File: src/rtl/axis_frame_arbiter.sv
// rtl/axis_frame_arbiter.sv - frame-atomic round-robin AXI-Stream arbiter with inter-frame gap
// A grant is held from a frame's first beat until its tlast handshake, then IFG_CYCLES idle cycles follow.
module axis_frame_arbiter #(
    parameter int NUM_PORTS  = 4,
    parameter int DATA_WIDTH = 8,
    parameter int IFG_CYCLES = 0,
    localparam int IW = (NUM_PORTS > 1) ? $clog2(NUM_PORTS) : 1
) (
    input  logic                          clk,
    input  logic                          rstn,
    input  logic [NUM_PORTS*DATA_WIDTH-1:0] s_axis_tdata,
    input  logic [NUM_PORTS-1:0]          s_axis_tvalid,
    output logic [NUM_PORTS-1:0]          s_axis_tready,
    input  logic [NUM_PORTS-1:0]          s_axis_tlast,
    output logic [DATA_WIDTH-1:0]         m_axis_tdata,
    output logic                          m_axis_tvalid,
    input  logic                          m_axis_tready,
    output logic                          m_axis_tlast,
    output logic [IW-1:0]                 grant_index,
    output logic                          busy
);

    typedef enum logic [1:0] {ST_IDLE, ST_PASS, ST_GAP} state_t;

    state_t          state_q;
    logic [IW-1:0]   sel_q;
    logic [IW-1:0]   last_grant_q;
    logic [7:0]      gap_q;

    logic [IW-1:0]   win;
    logic            any_valid;
    logic            pass;
    logic            last_beat;

    // Search upward from the port after the last winner, wrapping modulo NUM_PORTS.
    always_comb begin
        int idx;
        win       = '0;
        any_valid = 1'b0;
        idx       = 0;
        for (int k = 1; k <= NUM_PORTS; k++) begin
            idx = int'(last_grant_q) + k;
            if (idx >= NUM_PORTS) idx = idx - NUM_PORTS;
            if (!any_valid && s_axis_tvalid[idx]) begin
                any_valid = 1'b1;
                win       = IW'(idx);
            end
        end
    end

    assign pass      = (state_q == ST_PASS);
    assign last_beat = m_axis_tvalid & m_axis_tready & m_axis_tlast;

    always_comb begin
        m_axis_tdata  = '0;
        m_axis_tvalid = 1'b0;
        m_axis_tlast  = 1'b0;
        s_axis_tready = '0;
        if (pass) begin
            m_axis_tdata         = s_axis_tdata[int'(sel_q)*DATA_WIDTH +: DATA_WIDTH];
            m_axis_tvalid        = s_axis_tvalid[sel_q];
            m_axis_tlast         = s_axis_tlast[sel_q];
            s_axis_tready[sel_q] = m_axis_tready;
        end
    end

    assign grant_index = sel_q;
    assign busy        = (state_q != ST_IDLE);

    always_ff @(posedge clk) begin
        if (!rstn) begin
            state_q      <= ST_IDLE;
            sel_q        <= '0;
            last_grant_q <= IW'(NUM_PORTS - 1);
            gap_q        <= '0;
        end else begin
            case (state_q)
                ST_IDLE: begin
                    if (any_valid) begin
                        sel_q        <= win;
                        last_grant_q <= win;
                        state_q      <= ST_PASS;
                    end
                end
                ST_PASS: begin
                    if (last_beat) state_q <= (IFG_CYCLES > 0) ? ST_GAP : ST_IDLE;
                end
                ST_GAP: begin
                    if (gap_q == 8'(IFG_CYCLES - 1)) begin
                        gap_q   <= '0;
                        state_q <= ST_IDLE;
                    end else begin
                        gap_q <= gap_q + 8'd1;
                    end
                end
                default: state_q <= ST_IDLE;
            endcase
        end
    end

endmodule

File: config.mk
export PLATFORM = sky130hd
export DESIGN_NAME = axis_frame_arbiter
export DESIGN_NICKNAME = d
export VERILOG_FILES = /design/src/rtl/axis_frame_arbiter.sv
export SDC_FILE = /design/constraint.sdc
export NUM_CORES = 1
export LEC_CHECK = 0
export ABC_CLOCK_PERIOD_IN_PS = 1820
export CAP_MARGIN = 20
export CORE_UTILIZATION = 30
export DETAILED_ROUTE_END_ITERATION = 8
export HOLD_SLACK_MARGIN = 0.05
export PLACE_DENSITY = 0.8
export SKIP_LAST_GASP = 1
export SYNTH_ARGS = -nofsm -noshare
export SYNTH_HDL_FRONTEND = slang
export SYNTH_SLANG_ARGS = --single-unit
File: constraint.sdc
create_clock -name clk -period 1.82 [get_ports clk]
set_clock_uncertainty 0.15 [all_clocks]
set_input_delay 0.182 -clock clk [delete_from_list [all_inputs] [get_ports clk]]
set_output_delay 0.182 -clock clk [all_outputs]
set_load 0.005 [all_outputs]
==> metrics.md <==
| Metric | Value |
|---|---|
| Run status | `finished with violations` |
| Failing checks | `negative setup slack` |
| Worst Setup EP | `m_axis_tlast` |
| Reg clk slew, reported paths | `0.05 ns` |
| Crit. Startpoint | `grant_index[0]` |
| Synth warn | `0` |
| RSZ-0062 raised after global routing | `true` |
| Hold_buf cts | `0` |
| Core area | `1962 µm²` |
| Pwr dens | `480.9 nW/µm²` |
| Mux cell area share after synthesis | `39.84%` |
| Placed insts | `155` |
| Most common cell after layout, fill and taps aside | `clkdlybuf4s50_1` |
| Slew margin rel. | `82.68%` |
| Post-route cell area | `1435 µm²` |
| DP HPWL | `1.848 mm` |
| Share of cells above drive strength 1 | `38.73%` |
| Simple-Gate Fraction of Synth Area | `23.31%` |
| Initial drt markers | `27` |
| H-tree depth | `1` |
| Cells on worst reg2reg path | `7` |
| Worst Setup End Kind | `output pin` |
| Primary FF master, synth | `dfxtp_1` |
| Vias in the first global route | `781` |
| Post-Synth Adder-Cell Area | `0%` |
| Slew Viols, Final | `0` |
| Total grt overflow | `0` |
| Via count | `891` |
| Largest family of logic cells by synthesized area | `multiplexers` |
| Compound-Gate Fraction of Synth Area | `12.15%` |
| Final setup violation count | `8` |
| Worst skew pair latency | `0.25 ns` |
| Number of synthesized flops with an enable pin | `0` |
| DRC | `0` |
| # clock sinks | `5` |
| Asr flop ratio synth | `0%` |
| Average cell area after synthesis | `9.970 µm²` |
| Antenna diode count | `0` |
| Tmin final | `1.932 ns` |
| Hold crit path type | `register to register` |
| Seq/Total Area, Yosys | `15.94%` |
| Synth Register Bits | `5` |
| Arrival time of the worst setup path | `1.60 ns` |
| Worst EP required | `1.49 ns` |
| Worst slack, placed | `-0.2698 ns` |
| First-pass GRT wire length | `3.739 mm` |
| Post-route ant nets | `0` |
| Reg2reg start | `grant_index[0]` |
| R2R Setup Slk | `0.01 ns` |
| Antenna violations before repair | `0` |
| CTS tree | `built` |
| P_leak | `0.6009 nW` |
| Post-DP Area | `1304 µm²` |
| VDD IR max | `0.0004140 V` |
| Synth cell types | `26` |
| Worst flop-to-flop path endpoint | `state_q[0]` |
| Final nets | `186` |
| Worst-Margin Slew | `0.2571 ns` |
| Startpoint Class | `register` |
| Fin worst setup slack | `-0.1118 ns` |
| CTS root buffer | `clkbuf_4` |
| Ports | `60` |
| Fin cells | `169` |
| Fmax | `0.5176 GHz` |
| Synthesized Nets | `106` |
| Critical-path maximum fanout | `5` |
| Cell Rows | `16` |
| CTS max path bufs | `2` |
| Die ar. | `2281 µm²` |
| Pin count of the biggest net entering global routing | `15` |
| Starting Density | `32.02%` |
| Chip Height | `47.76 µm` |
| Total power | `0.6901 mW` |
| Cell count after synthesis | `63` |
| Drt wl/cell | `17.08 µm` |
| GRT Overall Usage | `23.90%` |
| Final worst-path cycle share | `106.1%` |
| Synthesized area | `628.1 µm²` |
| Setup CP Type | `register to output pin` |
| Vias/cell | `5.272` |
| Gp weighted congestion | `0.7349` |
| Port bufs | `59` |
| TritonRoute pass-1 iters | `4` |
| CTS Buf Count | `3` |
| WHS | `0.4332 ns` |
| Final wirelength | `2.887 mm` |
| Max_cap viols | `0` |
| Hold Violations, Final | `0` |
| Horiz. Die Dim | `47.76 µm` |
| Synth-to-Final Area Change | `128.5%` |
| Synth Area in XOR/XNOR | `0%` |
| Commonest cells after routing, fill and taps aside | `clkdlybuf4s50_1 (45), buf_6 (15), buf_4 (12)` |
area by class of cell:
type | count | area [µm²]
clock buffer | 4 | 26.28
fill | 138 | 526.8
inverter | 3 | 11.26
multi-input combinational | 50 | 478.0
sequential | 5 | 106.4
tap | 27 | 33.78
timing repair buffer | 80 | 779.5
cell usage after synthesis, types with 2 or more instances:
| library cell | count | area (µm²) |
|---|---|---|
| a21oi_1 | 2 | 10.01 |
| and2_1 | 10 | 62.56 |
| clkbuf_1 | 2 | 7.510 |
| dfxtp_1 | 5 | 100.1 |
| inv_1 | 3 | 11.26 |
| mux4_1 | 4 | 105.1 |
| mux4_2 | 6 | 135.1 |
| nand2_1 | 2 | 7.510 |
| nand2b_1 | 2 | 12.51 |
| nand3_1 | 2 | 10.01 |
| nor2_1 | 3 | 11.26 |
| nor3_1 | 2 | 10.01 |
| o21ai_0 | 6 | 30.03 |
| o22ai_1 | 2 | 12.51 |
routing by layer:
| layer | GRT usage, % | up-vias | part of all wire [%] |
|---|---|---|---|
| met1 | 28.08 | 427 | 38 |
| met4 | 9.444 | 0 | 2.0 |
| li1 | - | 400 | - |
| met3 | 5.660 | 8 | 11 |
| met5 | 0 | - | 0 |
| met2 | 41.62 | 56 | 49 |
timing repair:
item                       in CTS  in global routing
gates cloned                    0                  0
pin swaps                       8                  1
setup endpoints to repair      14                 11
gates resized for setup        57                 15
setup buffers                  10                  0
logic make-up (layout without fill, tap and decap cells):
family / count (synthesis) / count (layout)
mux: 11 / 11
flops: 5 / 5
buf+inv: 8 / 87
compound gates: 13 / 13
simple gates: 26 / 26
worst min-delay path by stage:
stage | cells past startpoint | to | startpoint
floorplan | 1 | last_grant_q[1] | rstn
global route | 2 | last_grant_q[1] | last_grant_q[1]
detailed placement | 2 | last_grant_q[1] | last_grant_q[1]
CTS | 2 | last_grant_q[1] | rstn
global placement | 2 | last_grant_q[1] | last_grant_q[1]
finish | 2 | last_grant_q[1] | last_grant_q[1]
flip-flops by register name, indices dropped and copies added (netlist names):
signal and cells:
state_q 1, last_grant_q 2, grant_index 2
critical path, stage by stage, from the launching register on:
cell and delay (ns):
dfxtp_4 0.36, buf_12 0.12, buf_6 0.09, mux4_2 0.51, and2_4 0.17, buf_6 0.11
through the flow:
step	setup TNS (ns)	utilization [%]
after detailed placement	-1.745	66.45
after floorplan	0	-
after global placement	-1.559	66.45
after global routing	-1.077	73.15
after CTS	-0.6405	71.05
final	-0.6964	73.15
power breakdown:
part / internal [mW] / switching, mW
combinational: 0.286 / 0.125
sequential: 0.122 / 0.0187
clock: 0.0835 / 0.0547
total: 0.492 / 0.198
Power figures use the tool's default switching activity.
